===== src/rtl/temp_bcd_pkg.sv =====
// Shared definitions for the ADT7420 temperature-to-BCD formatter.
// Holds the conversion FSM state type, datapath widths, iteration counts,
// and a helper that builds the fractional-digit keep mask.
package temp_bcd_pkg;

   typedef enum logic [1:0] {
      IDLE = 2'd0,
      PREP = 2'd1,
      CONV = 2'd2,
      DONE = 2'd3
   } state_t;

   localparam int TEMP_W     = 13;
   localparam int INT_W      = 9;
   localparam int FRAC_W     = 14;
   localparam int INT_ITERS  = 9;
   localparam int FRAC_ITERS = 14;
   localparam int FRAC_SCALE = 625;

   localparam int INT_DIGITS  = 3;
   localparam int FRAC_DIGMAX = 4;

   // Keeps the top 'digits' BCD digits of the 4-digit fraction, zeroes the rest.
   function automatic logic [15:0] frac_digit_mask(input int digits);
      logic [15:0] m;
      m = '0;
      for (int d = 0; d < FRAC_DIGMAX; d++) begin
         if (d < digits) m[15-4*d -: 4] = 4'hF;
      end
      return m;
   endfunction

endpackage


===== src/rtl/bcd_dd_step.sv =====
// One combinational double-dabble iteration: every BCD digit >= 5 gets +3,
// then the whole digit vector shifts left by one with bit_in entering at bit 0.
// Ports:
//   bcd_in  [4*DIGITS-1:0]  current BCD digits
//   bit_in                  next binary bit (MSB-first)
//   bcd_out [4*DIGITS-1:0]  digits after correction and shift
module bcd_dd_step #(
   parameter int DIGITS = 3
) (
   input  logic [4*DIGITS-1:0] bcd_in,
   input  logic                bit_in,
   output logic [4*DIGITS-1:0] bcd_out
);

   logic [4*DIGITS-1:0] adj;

   always_comb begin
      adj = bcd_in;
      for (int d = 0; d < DIGITS; d++) begin
         if (bcd_in[4*d +: 4] >= 4'd5) adj[4*d +: 4] = bcd_in[4*d +: 4] + 4'd3;
      end
   end

   assign bcd_out = {adj[4*DIGITS-2:0], bit_in};

   // The top bit shifted out is always 0 when the value fits in DIGITS digits.
   logic unused_carry;
   assign unused_carry = adj[4*DIGITS-1];

endmodule


===== src/rtl/temp_bcd_formatter.sv =====
// Converts ADT7420 temperature words (13-bit two's complement in [15:3],
// 1/16 degC per LSB) to sign-magnitude BCD with a multi-cycle double-dabble.
// Fixed latency of 16 cycles from acceptance to bcd_valid; results hold
// until the next conversion completes.
//
// Optional feature macro: TEMP_BCD_OVERRUN_EN adds a sticky 'overrun' output
// set by any temp_valid that arrives while busy.
//
// Ports:
//   clk, rst_n   clock, async active-low reset
//   temp_valid   one-cycle strobe, temp_raw valid
//   temp_raw     ADT7420 register word, [2:0] ignored
//   busy         conversion in flight (PREP/CONV/DONE)
//   bcd_valid    one-cycle pulse with new digits
//   sign         1 = negative
//   int_bcd      hundreds/tens/ones
//   frac_bcd     tenths..ten-thousandths, FRAC_DIGITS kept
//   overrun      sticky drop flag (TEMP_BCD_OVERRUN_EN only)
//
// state | meaning
// IDLE  | waiting for temp_valid, captures temp_raw
// PREP  | derive sign/magnitude/int/frac binaries, clear shifters
// CONV  | 14 double-dabble iterations (integer stops after 9)
// DONE  | publish digits, pulse bcd_valid
module temp_bcd_formatter
   import temp_bcd_pkg::*;
#(
   parameter int FRAC_DIGITS = 4
) (
   input  logic        clk,
   input  logic        rst_n,
   input  logic        temp_valid,
   input  logic [15:0] temp_raw,
   output logic        busy,
   output logic        bcd_valid,
   output logic        sign,
   output logic [11:0] int_bcd,
   output logic [15:0] frac_bcd
`ifdef TEMP_BCD_OVERRUN_EN
   ,
   output logic        overrun
`endif
);

   localparam logic [15:0] FRAC_MASK = frac_digit_mask(FRAC_DIGITS);

   state_t state, state_nx;

   logic [TEMP_W-1:0]      t_cap;
   logic                   sign_r;
   logic [INT_W-1:0]       int_bin;
   logic [FRAC_W-1:0]      frac_bin;
   logic [4*INT_DIGITS-1:0] int_sr, int_nx;
   logic [4*FRAC_DIGMAX-1:0] frac_sr, frac_nx;
   logic [3:0]             iter;

   logic [TEMP_W:0]        t_ext;
   logic [TEMP_W:0]        mag;
   logic [FRAC_W-1:0]      frac_scaled;

   logic unused_raw_bits;
   logic unused_mag_msb;
   assign unused_raw_bits = ^temp_raw[2:0];

   // -4096 negates to 4096, which still fits in the 14-bit magnitude.
   assign t_ext       = {t_cap[TEMP_W-1], t_cap};
   assign mag         = t_cap[TEMP_W-1] ? (~t_ext + 14'd1) : t_ext;
   assign frac_scaled = 14'(mag[3:0]) * 14'(FRAC_SCALE);
   assign unused_mag_msb = mag[TEMP_W];

   bcd_dd_step #(.DIGITS(INT_DIGITS)) u_int_step (
      .bcd_in  (int_sr),
      .bit_in  (int_bin[INT_W-1]),
      .bcd_out (int_nx)
   );

   bcd_dd_step #(.DIGITS(FRAC_DIGMAX)) u_frac_step (
      .bcd_in  (frac_sr),
      .bit_in  (frac_bin[FRAC_W-1]),
      .bcd_out (frac_nx)
   );

   always_ff @(posedge clk or negedge rst_n) begin
      if (!rst_n) state <= IDLE;
      else        state <= state_nx;
   end

   always_comb begin
      state_nx = state;
      case (state)
         IDLE:    if (temp_valid) state_nx = PREP;
         PREP:    state_nx = CONV;
         CONV:    if (iter == 4'(FRAC_ITERS - 1)) state_nx = DONE;
         DONE:    state_nx = IDLE;
         default: state_nx = IDLE;
      endcase
   end

   always_comb begin
      busy = (state != IDLE);
   end

   always_ff @(posedge clk or negedge rst_n) begin
      if (!rst_n) begin
         t_cap     <= '0;
         sign_r    <= 1'b0;
         int_bin   <= '0;
         frac_bin  <= '0;
         int_sr    <= '0;
         frac_sr   <= '0;
         iter      <= '0;
         bcd_valid <= 1'b0;
         sign      <= 1'b0;
         int_bcd   <= '0;
         frac_bcd  <= '0;
      end else begin
         bcd_valid <= 1'b0;
         case (state)
            IDLE: begin
               if (temp_valid) t_cap <= temp_raw[15:3];
            end
            PREP: begin
               sign_r   <= t_cap[TEMP_W-1];
               int_bin  <= mag[12:4];
               frac_bin <= frac_scaled;
               int_sr   <= '0;
               frac_sr  <= '0;
               iter     <= '0;
            end
            CONV: begin
               iter     <= iter + 4'd1;
               frac_sr  <= frac_nx;
               frac_bin <= {frac_bin[FRAC_W-2:0], 1'b0};
               if (iter < 4'(INT_ITERS)) begin
                  int_sr  <= int_nx;
                  int_bin <= {int_bin[INT_W-2:0], 1'b0};
               end
            end
            DONE: begin
               sign      <= sign_r;
               int_bcd   <= int_sr;
               frac_bcd  <= frac_sr & FRAC_MASK;
               bcd_valid <= 1'b1;
            end
            default: ;
         endcase
      end
   end

`ifdef TEMP_BCD_OVERRUN_EN
   always_ff @(posedge clk or negedge rst_n) begin
      if (!rst_n)                 overrun <= 1'b0;
      else if (temp_valid && busy) overrun <= 1'b1;
   end
`endif

endmodule


===== config.mk =====
export PLATFORM = sky130hd
export DESIGN_NAME = temp_bcd_formatter
export DESIGN_NICKNAME = d
export VERILOG_FILES = /design/src/rtl/temp_bcd_pkg.sv /design/src/rtl/bcd_dd_step.sv /design/src/rtl/temp_bcd_formatter.sv
export SDC_FILE = /design/constraint.sdc
export NUM_CORES = 1
export LEC_CHECK = 0
export BUFFER_PORTS_ARGS = -buffer_cell sky130_fd_sc_hd__buf_2
export CORE_ASPECT_RATIO = 0.8
export CORE_MARGIN = 4
export CORE_UTILIZATION = 45
export CTS_CLUSTER_SIZE = 12
export DETAILED_ROUTE_END_ITERATION = 10
export PLACE_DENSITY = 0.63
export SLEW_MARGIN = 5
export SYNTH_ARGS = -nofsm -noshare
export SYNTH_HDL_FRONTEND = slang
export SYNTH_SLANG_ARGS = --single-unit
export TNS_END_PERCENT = 50

===== constraint.sdc =====
create_clock -name clk -period 8 [get_ports clk]
set_input_delay 0.8 -clock clk [delete_from_list [all_inputs] [get_ports clk]]
set_output_delay 0.8 -clock clk [all_outputs]
set_load 0.05 [all_outputs]

==> summary.md, run 1 <==
| Metric | Value |
|---|---|
| Final Util | a little over half |
| Maximum vdd drop | 417.5 uV |
| H-tree levels | 3 |
| Startpoint Class | flop |
| Synthesis-to-finish area growth | 11.82% |
| Die outline area | 13820 um2 |
| Max-slew headroom | a little over 30% |
| Syn avg cell area | between 10 and 15 um2 |
| Fin. Hold Viols | 0 |
| Yosys reg bits | 101 |
| Cell Chain, Critical Path | inv_1 -> ha_1 -> nand2b_1 -> xor2_1 -> inv_1 -> xnor2_1 -> ha_1 -> ha_1 -> fa_1 -> a211oi_1 -> nor2_1 -> or3_1 -> a31oi_1 |
| Worst EP arrival | 4030 ps |
| Commonest non-fill, non-tap cells in the layout | dfrtp_1 (101), mux2_2 (55), buf_2 (45) |
| TritonCTS Buffers | 9 |
| Crit share post-route | 46.97% |
| Worst setup margin | 4242 ps |
| Resized Gates After CTS | 0 |
| Worst-case clock buffer depth | 2 |
| Layout Skew | 5.013 ps |
| Max FO, Critical Path | 7 |
| CP peak stage delay | roughly 500 ps |
| WP buf/inv | 2 |
| Total length of routed wires | 10270 um |
| Post-synthesis async set-or-reset flop share | 100.0% |
| MaxCap Viol Count | 0 |
| Vias in the first global route | between 3000 and 4000 |
| Starting Density | 46.51% |
| Drt pass-1 iters | 4 |
| Crit path capture type | flop |
| Placed inst area | between 5000 and 6000 um2 |
| First-pass GRT wire length | 17470 um |
| Die extent in x | around 130 um |
| Post-synthesis instance area | ~5400 um2 |
| Yosys warns | 0 |
| Design Area, Final | a little over 6000 um2 |
| CP most frequent cell | ha_1 |
| Total power | 2.684 mW |
| Pin count of the biggest net entering global routing | 80 |
| Gr ovfl total | 0 |
| Share of layout cells above drive strength 1 | 25.05% |
| Slowest CP cell | fa_1 |
| Synthesized Nets | approximately 550 |
| Row cnt | 35 |
| Min Hold Slack | 338.3 ps |
| Ant. Diodes | 0 |
| NetSw | 1.181 mW |
| Crit-path leading delay family | adder cells |
| Routability cong. | 0.8040 |
| Sequential power share | ~29% |
| Hold buffers post-CTS | 0 |
| DRC | 0 |
| Static Leakage | 2.837 nW |
| Clock Latency Late Sink | ~350 ps |
| Internal power | 1.503 mW |
| Fillers | just over 1000 |
| Logic pwr share | 55.7% |
| Setup Buffers After CTS | 0 |
| Layout Nets | 593 |
| Max Fclk | approximately 270 MHz |
| Initial antenna violation count | 0 |
| Clock power frac | 15.5% |
| Chip Height | 106.0 um |
| Synthesized instance count | 499 |
| Commonest non-fill, non-tap cell in the layout | dfrtp_1 |
| Status | complete, no violations |
| Io pins | 50 |
| GRT Overall Usage | ~16% |
| Mean routed wirelength per cell | 14.87 um |
| Slew @ Worst Pin | approximately 1000 ps |
| Register area share after synthesis | between 40% and 50% |
| Required @ worst endpoint | slightly above 8000 ps |
| CTS clk-pin slew, worst paths | 70 ps |
| Setup TNS | 0 ps |
| DP Cell Count | 675 |
| Main synth FF type | dfrtp_1 |
| Initial DRC Count | 242 |
| DP Worst Slack | 4256 ps |
| CTS tree | yes |
| Setup violators final | 0 |
| Post-synth EDFFs | 0 |
| Antenna Nets Post-Route | 0 |
| DP Wirelength | 6957 um |
| IO buf count | 46 |
| Setup CP Type | reg -> reg |
| Clk sinks | 101 |
| Net Sw Frac | 44.01% |
| Final Non-Filler Cells | between 600 and 700 |
| Vias/cell | 5.473 |
| Post-synthesis cell type count | 56 |
| Max Transition Viols Final | 0 |
| Vias | 3782 |
| Hold Crit Class | in -> async |
| Pwr/cell area | around 440 nW/um2 |
| Clock Tree Root | clkbuf_16 |
| Crit path time final | 3758 ps |
| Core ar. | 11600 um2 |
| RSZ-0062 raised after global routing | no |
==> power by group through the flow <==
stage / registers, mW / logic, mW / clock network [mW]
final: 0.771 / 1.50 / 0.417
after floorplan: 0.796 / 1.18 / 0
after global routing: 0.793 / 1.68 / 0.453
after detailed placement: 0.780 / 1.49 / 0
after global placement: 0.774 / 1.45 / 0
after CTS: 0.770 / 1.51 / 0.430
==> cells in the mapped netlist (3+ instances only) <==
cell,n,area share [%]
and3_1,5,0.58
o31ai_1,4,0.56
clkbuf_1,10,0.70
o211ai_1,4,0.56
o2111ai_1,3,0.49
dfrtp_1,101,47
nor2_1,20,1.4
o22ai_1,13,1.5
a31oi_1,8,0.93
xor2_1,4,0.65
o21ai_0,29,2.7
buf_1,4,0.28
or2_2,3,0.35
a21oi_1,23,2.1
xnor2_1,13,2.1
nor2b_1,5,0.58
o32ai_1,4,0.65
nand2b_1,12,1.4
a211oi_1,7,0.97
nand3_1,17,1.6
mux2i_1,3,0.56
nand2_1,25,1.7
a21o_1,4,0.56
ha_1,35,8.1
nor3_1,6,0.56
inv_1,38,2.6
buf_2,8,0.74
mux2_2,55,11
==> logic make-up (layout without fill, tap and decap cells) <==
logic type / Yosys count / in the layout / synth area share [%]
XOR/XNOR: 17 / 17 / 2.758
adder cells (fa/ha/maj): 36 / 36 / 8.484
buffers and inverters: 60 / 104 / 4.358
multiplexers: 58 / 58 / 12.03
AO/OA/AOI/OAI: 123 / 123 / 15.23
AND/OR/NAND/NOR: 104 / 104 / 10.32
flip-flops: 101 / 101 / 46.82
==> path summary, 6_finish.rpt <==
check	depth (start not counted)	startpoint	slack [ps]	to
worst max-delay path	13	t_cap[0]	4240	frac_bin[10]
worst min-delay path	1	rst_n	340	t_cap[7]
worst min register to register	2	int_bin[8]	480	int_sr[0]
worst max register to register	13	t_cap[0]	4240	frac_bin[10]
max in group asynchronous	2	rst_n	6410	frac_sr[0]
min in group clk	2	int_bin[8]	480	int_sr[0]
==> registers in the layout, summed over array words and instances, names as in the netlist, 2 cells and up <==
register,count
t_cap,13
iter,4
frac_sr,16
frac_bcd,16
int_bin,9
frac_bin,14
state,2
int_bcd,12
int_sr,12
==> layer usage <==
metal	track usage (%)	wire [um]	vias up
met4	3.891	119	0
met3	5.123	653	9
met2	23.39	4442	85
li1	-	-	1869
met5	0	0	-
met1	22.33	5057	1819
==> final cells by class <==
type | count | area [um2] | area share [%]
multi-input combinational | 338 | 2635 | 43.66
clock buffer | 10 | 239.0 | 3.959
timing repair buffer | 50 | 262.8 | 4.353
inverter | 38 | 142.6 | 2.363
sequential | 101 | 2527 | 41.87
tap | 148 | 185.2 | 3.068
clock inverter | 6 | 43.79 | 0.7255
No activity file was read; power rests on OpenSTA's default activity.
==> run 2: changes to the inputs <==
ABC_AREA = 1   (was unset)
clock period = 3.9 ns   (was 8 ns; I/O delays follow)
==> run 2 against run 1 <==
  * Via count increased by 8.1%
  * Setup slack got worse by 3500 ps
  * Wire length up 3.8%
  * Register-to-register slack worse by 3500 ps
  * Synthesized cell count increased by 23%
  * Clock skew up 2.6 ps
  * Global-route usage up 1.4 points
  * First-iteration DRC count rose by 31%
  * Maximum frequency increased by 19%
  * Core utilization fell by 0.69 points
  * Final cell count is 16% higher
  * Synthesized area fell by 1.4%
==> summary.md, run 2 <==
| Metric | Value |
|---|---|
| Status | complete, no violations (unchanged) |
| GRT Overall Usage | 17.12% (was 15.73%) |
| Synth top area cells | dfrtp_1 (47%), ha_1 (8.2%), nand2_1 (7.4%) (was dfrtp_1 (47%), mux2_2 (11%), ha_1 (8.1%)) |
| Initial antenna violation count | 0 (unchanged) |
| Initial DRC Count | 318 (was 242) |
| Row cnt | 35 (unchanged) |
| Commonest non-fill, non-tap cells in the layout | nand2_1 (105), dfrtp_1 (101), inv_1 (71), nor2_1 (71), a21oi_1 (57) (was dfrtp_1 (101), mux2_2 (55), buf_2 (45)) |
| Clock Tree Root | clkbuf_16 (unchanged) |
| Die outline area | 13640 um2 (was 13820 um2) |
| CTS tree | yes (unchanged) |
| Setup TNS | 0 ps (unchanged) |
| First-pass GRT wire length | 19040 um (was 17470 um) |
| Gr ovfl total | 0 (unchanged) |
| DRC | 0 (unchanged) |
| IO buf count | 46 (unchanged) |
| R2R Path Start | t_cap[0] (unchanged) |
| Post-synthesis cell type count | 38 (was 56) |
| Chip Height | 105.3 um (was 106.0 um) |
| Hold Crit Class | in -> async (unchanged) |
| Top-area cell type share of the netlist area | 47.50% (was 46.82%) |
| Yosys warns | 0 (unchanged) |
| Register area share after synthesis | 47.50% (was 46.82%) |
| Crit share post-route | 81.04% (was 46.97%) |
| Required @ worst endpoint | 4140 ps (was 8270 ps) |
| DP Wirelength | 7344 um (was 6957 um) |
| Layout Nets | 707 (was 593) |
| Commonest non-fill, non-tap cell in the layout | nand2_1 (was dfrtp_1) |
| Post-synth EDFFs | 0 (unchanged) |
| Max Transition Viols Final | 0 (unchanged) |
| Syn avg cell area | 8.681 um2 (was 10.82 um2) |
| Pin count of the biggest net entering global routing | 76 (was 80) |
| Crit path time final | 3161 ps (was 3758 ps) |
| Worst EP arrival | 3400 ps (was 4030 ps) |
| Synthesized instance count | 613 (was 499) |
| Regs by FF count | frac_bcd (16), frac_sr (16), frac_bin (14) (unchanged) |
| MaxCap Viol Count | 0 (unchanged) |
| Crit path capture type | flop (unchanged) |
| Io pins | 50 (unchanged) |
| Setup violators final | 0 (unchanged) |
| H-tree levels | 3 (unchanged) |
| Clk sinks | 101 (unchanged) |
| Routability cong. | 0.8337 (was 0.8040) |
| Ant. Diodes | 0 (unchanged) |
| Max Fclk | 316.4 MHz (was 266.1 MHz) |
| Vias/cell | 5.080 (was 5.473) |
| Critical path startpoint | t_cap[0] (unchanged) |
| Mean routed wirelength per cell | 13.24 um (was 14.87 um) |
| Setup CP Type | reg -> reg (unchanged) |
| Post-synthesis async set-or-reset flop share | 100.0% (unchanged) |
| Worst-case clock buffer depth | 2 (unchanged) |
| Starting Density | 46.03% (was 46.51%) |
| Resized Gates After CTS | 0 (unchanged) |
| Core ar. | 11560 um2 (was 11600 um2) |
| Post-synth top area cell | dfrtp_1 (unchanged) |
| Antenna Nets Post-Route | 0 (unchanged) |
| CTS clk-pin slew, worst paths | 70 ps (about the same) |
| Setup Buffers After CTS | 0 (unchanged) |
| Layout Skew | 7.648 ps (was 5.013 ps) |
| Synthesis-to-finish area growth | 11.50% (was 11.82%) |
| Slew @ Worst Pin | 993.0 ps (was 1033 ps) |
| Startpoint Class | flop (unchanged) |
| Total length of routed wires | 10660 um (was 10270 um) |
| Vias in the first global route | 4073 (was 3670) |
| Main synth FF type | dfrtp_1 (unchanged) |
| Hold buffers post-CTS | 0 (unchanged) |
| TritonCTS Buffers | 9 (unchanged) |
| Share of layout cells above drive strength 1 | 14.31% (was 25.05%) |
| Post-synthesis instance area | 5321 um2 (was 5398 um2) |
| Drt pass-1 iters | 4 (unchanged) |
| Fin. Hold Viols | 0 (unchanged) |
| Yosys reg bits | 101 (unchanged) |
| Die extent in x | 129.6 um (was 130.5 um) |
| Max FO, Critical Path | 6 (was 7) |
| Synthesized Nets | 668 (was 554) |
| RSZ-0062 raised after global routing | no (unchanged) |
| Clock Latency Late Sink | 350 ps (about the same) |
| Min Hold Slack | 177.0 ps (was 338.3 ps) |
| Vias | 4089 (was 3782) |
| Count leader, synth | nand2_1 (was dfrtp_1) |
| Synth top cells by count | nand2_1 (105), dfrtp_1 (101), inv_1 (71), nor2_1 (71), a21oi_1 (57) (was dfrtp_1 (101), mux2_2 (55), inv_1 (38), ha_1 (35), o21ai_0 (29)) |
| Max-slew headroom | 33.80% (was 30.65%) |
[run 2: cell types whose count changed in the layout (fill, tap and decap cells not counted), sizes merged, moves of 11 or more]
cell    change
nand2      +84
mux2       -54
nor2       +53
inv        +40
a21oi      +38
o21ai      +27
nand2b     -12
xnor2      -12
nand3      +11
[run 2: layout make-up]
class                           instances  area, um2
Clock buffer                            9      225.2
Inverter                               78      297.8
Timing Repair Buffer                   49      255.2
Clock inverter                          7      82.58
Fill cell                            1114       5628
Multi-Input combinational cell        413       2360
Tap cell                              148      185.2
Sequential cell                       101       2527
[run 2: cells by family (layout without fill, tap and decap cells)]
kind of cell | count (synthesis) | count (layout) | share of synthesized area, %
compound gates | 149 | 149 | 16.41
xor+xnor | 12 | 12 | 2.328
fa+ha+maj | 36 | 36 | 8.606
buf+inv | 99 | 143 | 8.206
flops | 101 | 101 | 47.50
mux | 1 | 1 | 0.2116
simple gates | 215 | 215 | 16.74
[run 2: critical path: stages (launching register included)]
cell	delay (ps)
dfrtp_1	430
inv_1	110
ha_1	220
inv_1	90
nand2_4	60
xor2_4	240
inv_1	80
nand2_1	100
nand2_1	80
ha_1	280
ha_1	340
fa_1	470
nand3_1	90
nand2_1	70
nand2_1	80
nand2_1	70
nand2_1	60
nand2_1	50
nand2_1	60
nand2_1	50
[run 2: per-layer routing]
metal | GRT usage, % | wire length (um) | vias to the layer above
met2 | 26.34 | 4788 | 62
met1 | 24.57 | 5329 | 1933
li1 | - | - | 2083
met3 | 3.394 | 419 | 11
met5 | 0 | 0 | -
met4 | 4.896 | 123 | 0
[run 2: final timing paths]
check / to / slack [ps] / cells past startpoint
min in group clk: t_cap[11] / 270 / 2
min reg2reg: int_bin[3] / 480 / 2
max reg2reg: frac_bin[12] / 740 / 19
max: frac_bin[12] / 740 / 19
max in group asynchronous: frac_bcd[1] / 2780 / 2
min: int_bcd[6] / 180 / 1
[run 2: through the flow]
step / worst slack, ps / instances / area (um2) / utilization (%)
after floorplan: 1049 / 613 / 5321 / -
after global placement: 785.0 / 789 / 5625 / 48.66
after detailed placement: 748.6 / 789 / 5625 / 48.66
after CTS: 717.7 / 805 / 5933 / 51.32
after global routing: 397.6 / 805 / 5933 / 51.32
final: 739.3 / 805 / 5933 / 51.32
Power of run 2 is left out: the tool's default activity adds up to more than one toggle a clock period on the data nets, which glitch-free logic cannot reach.
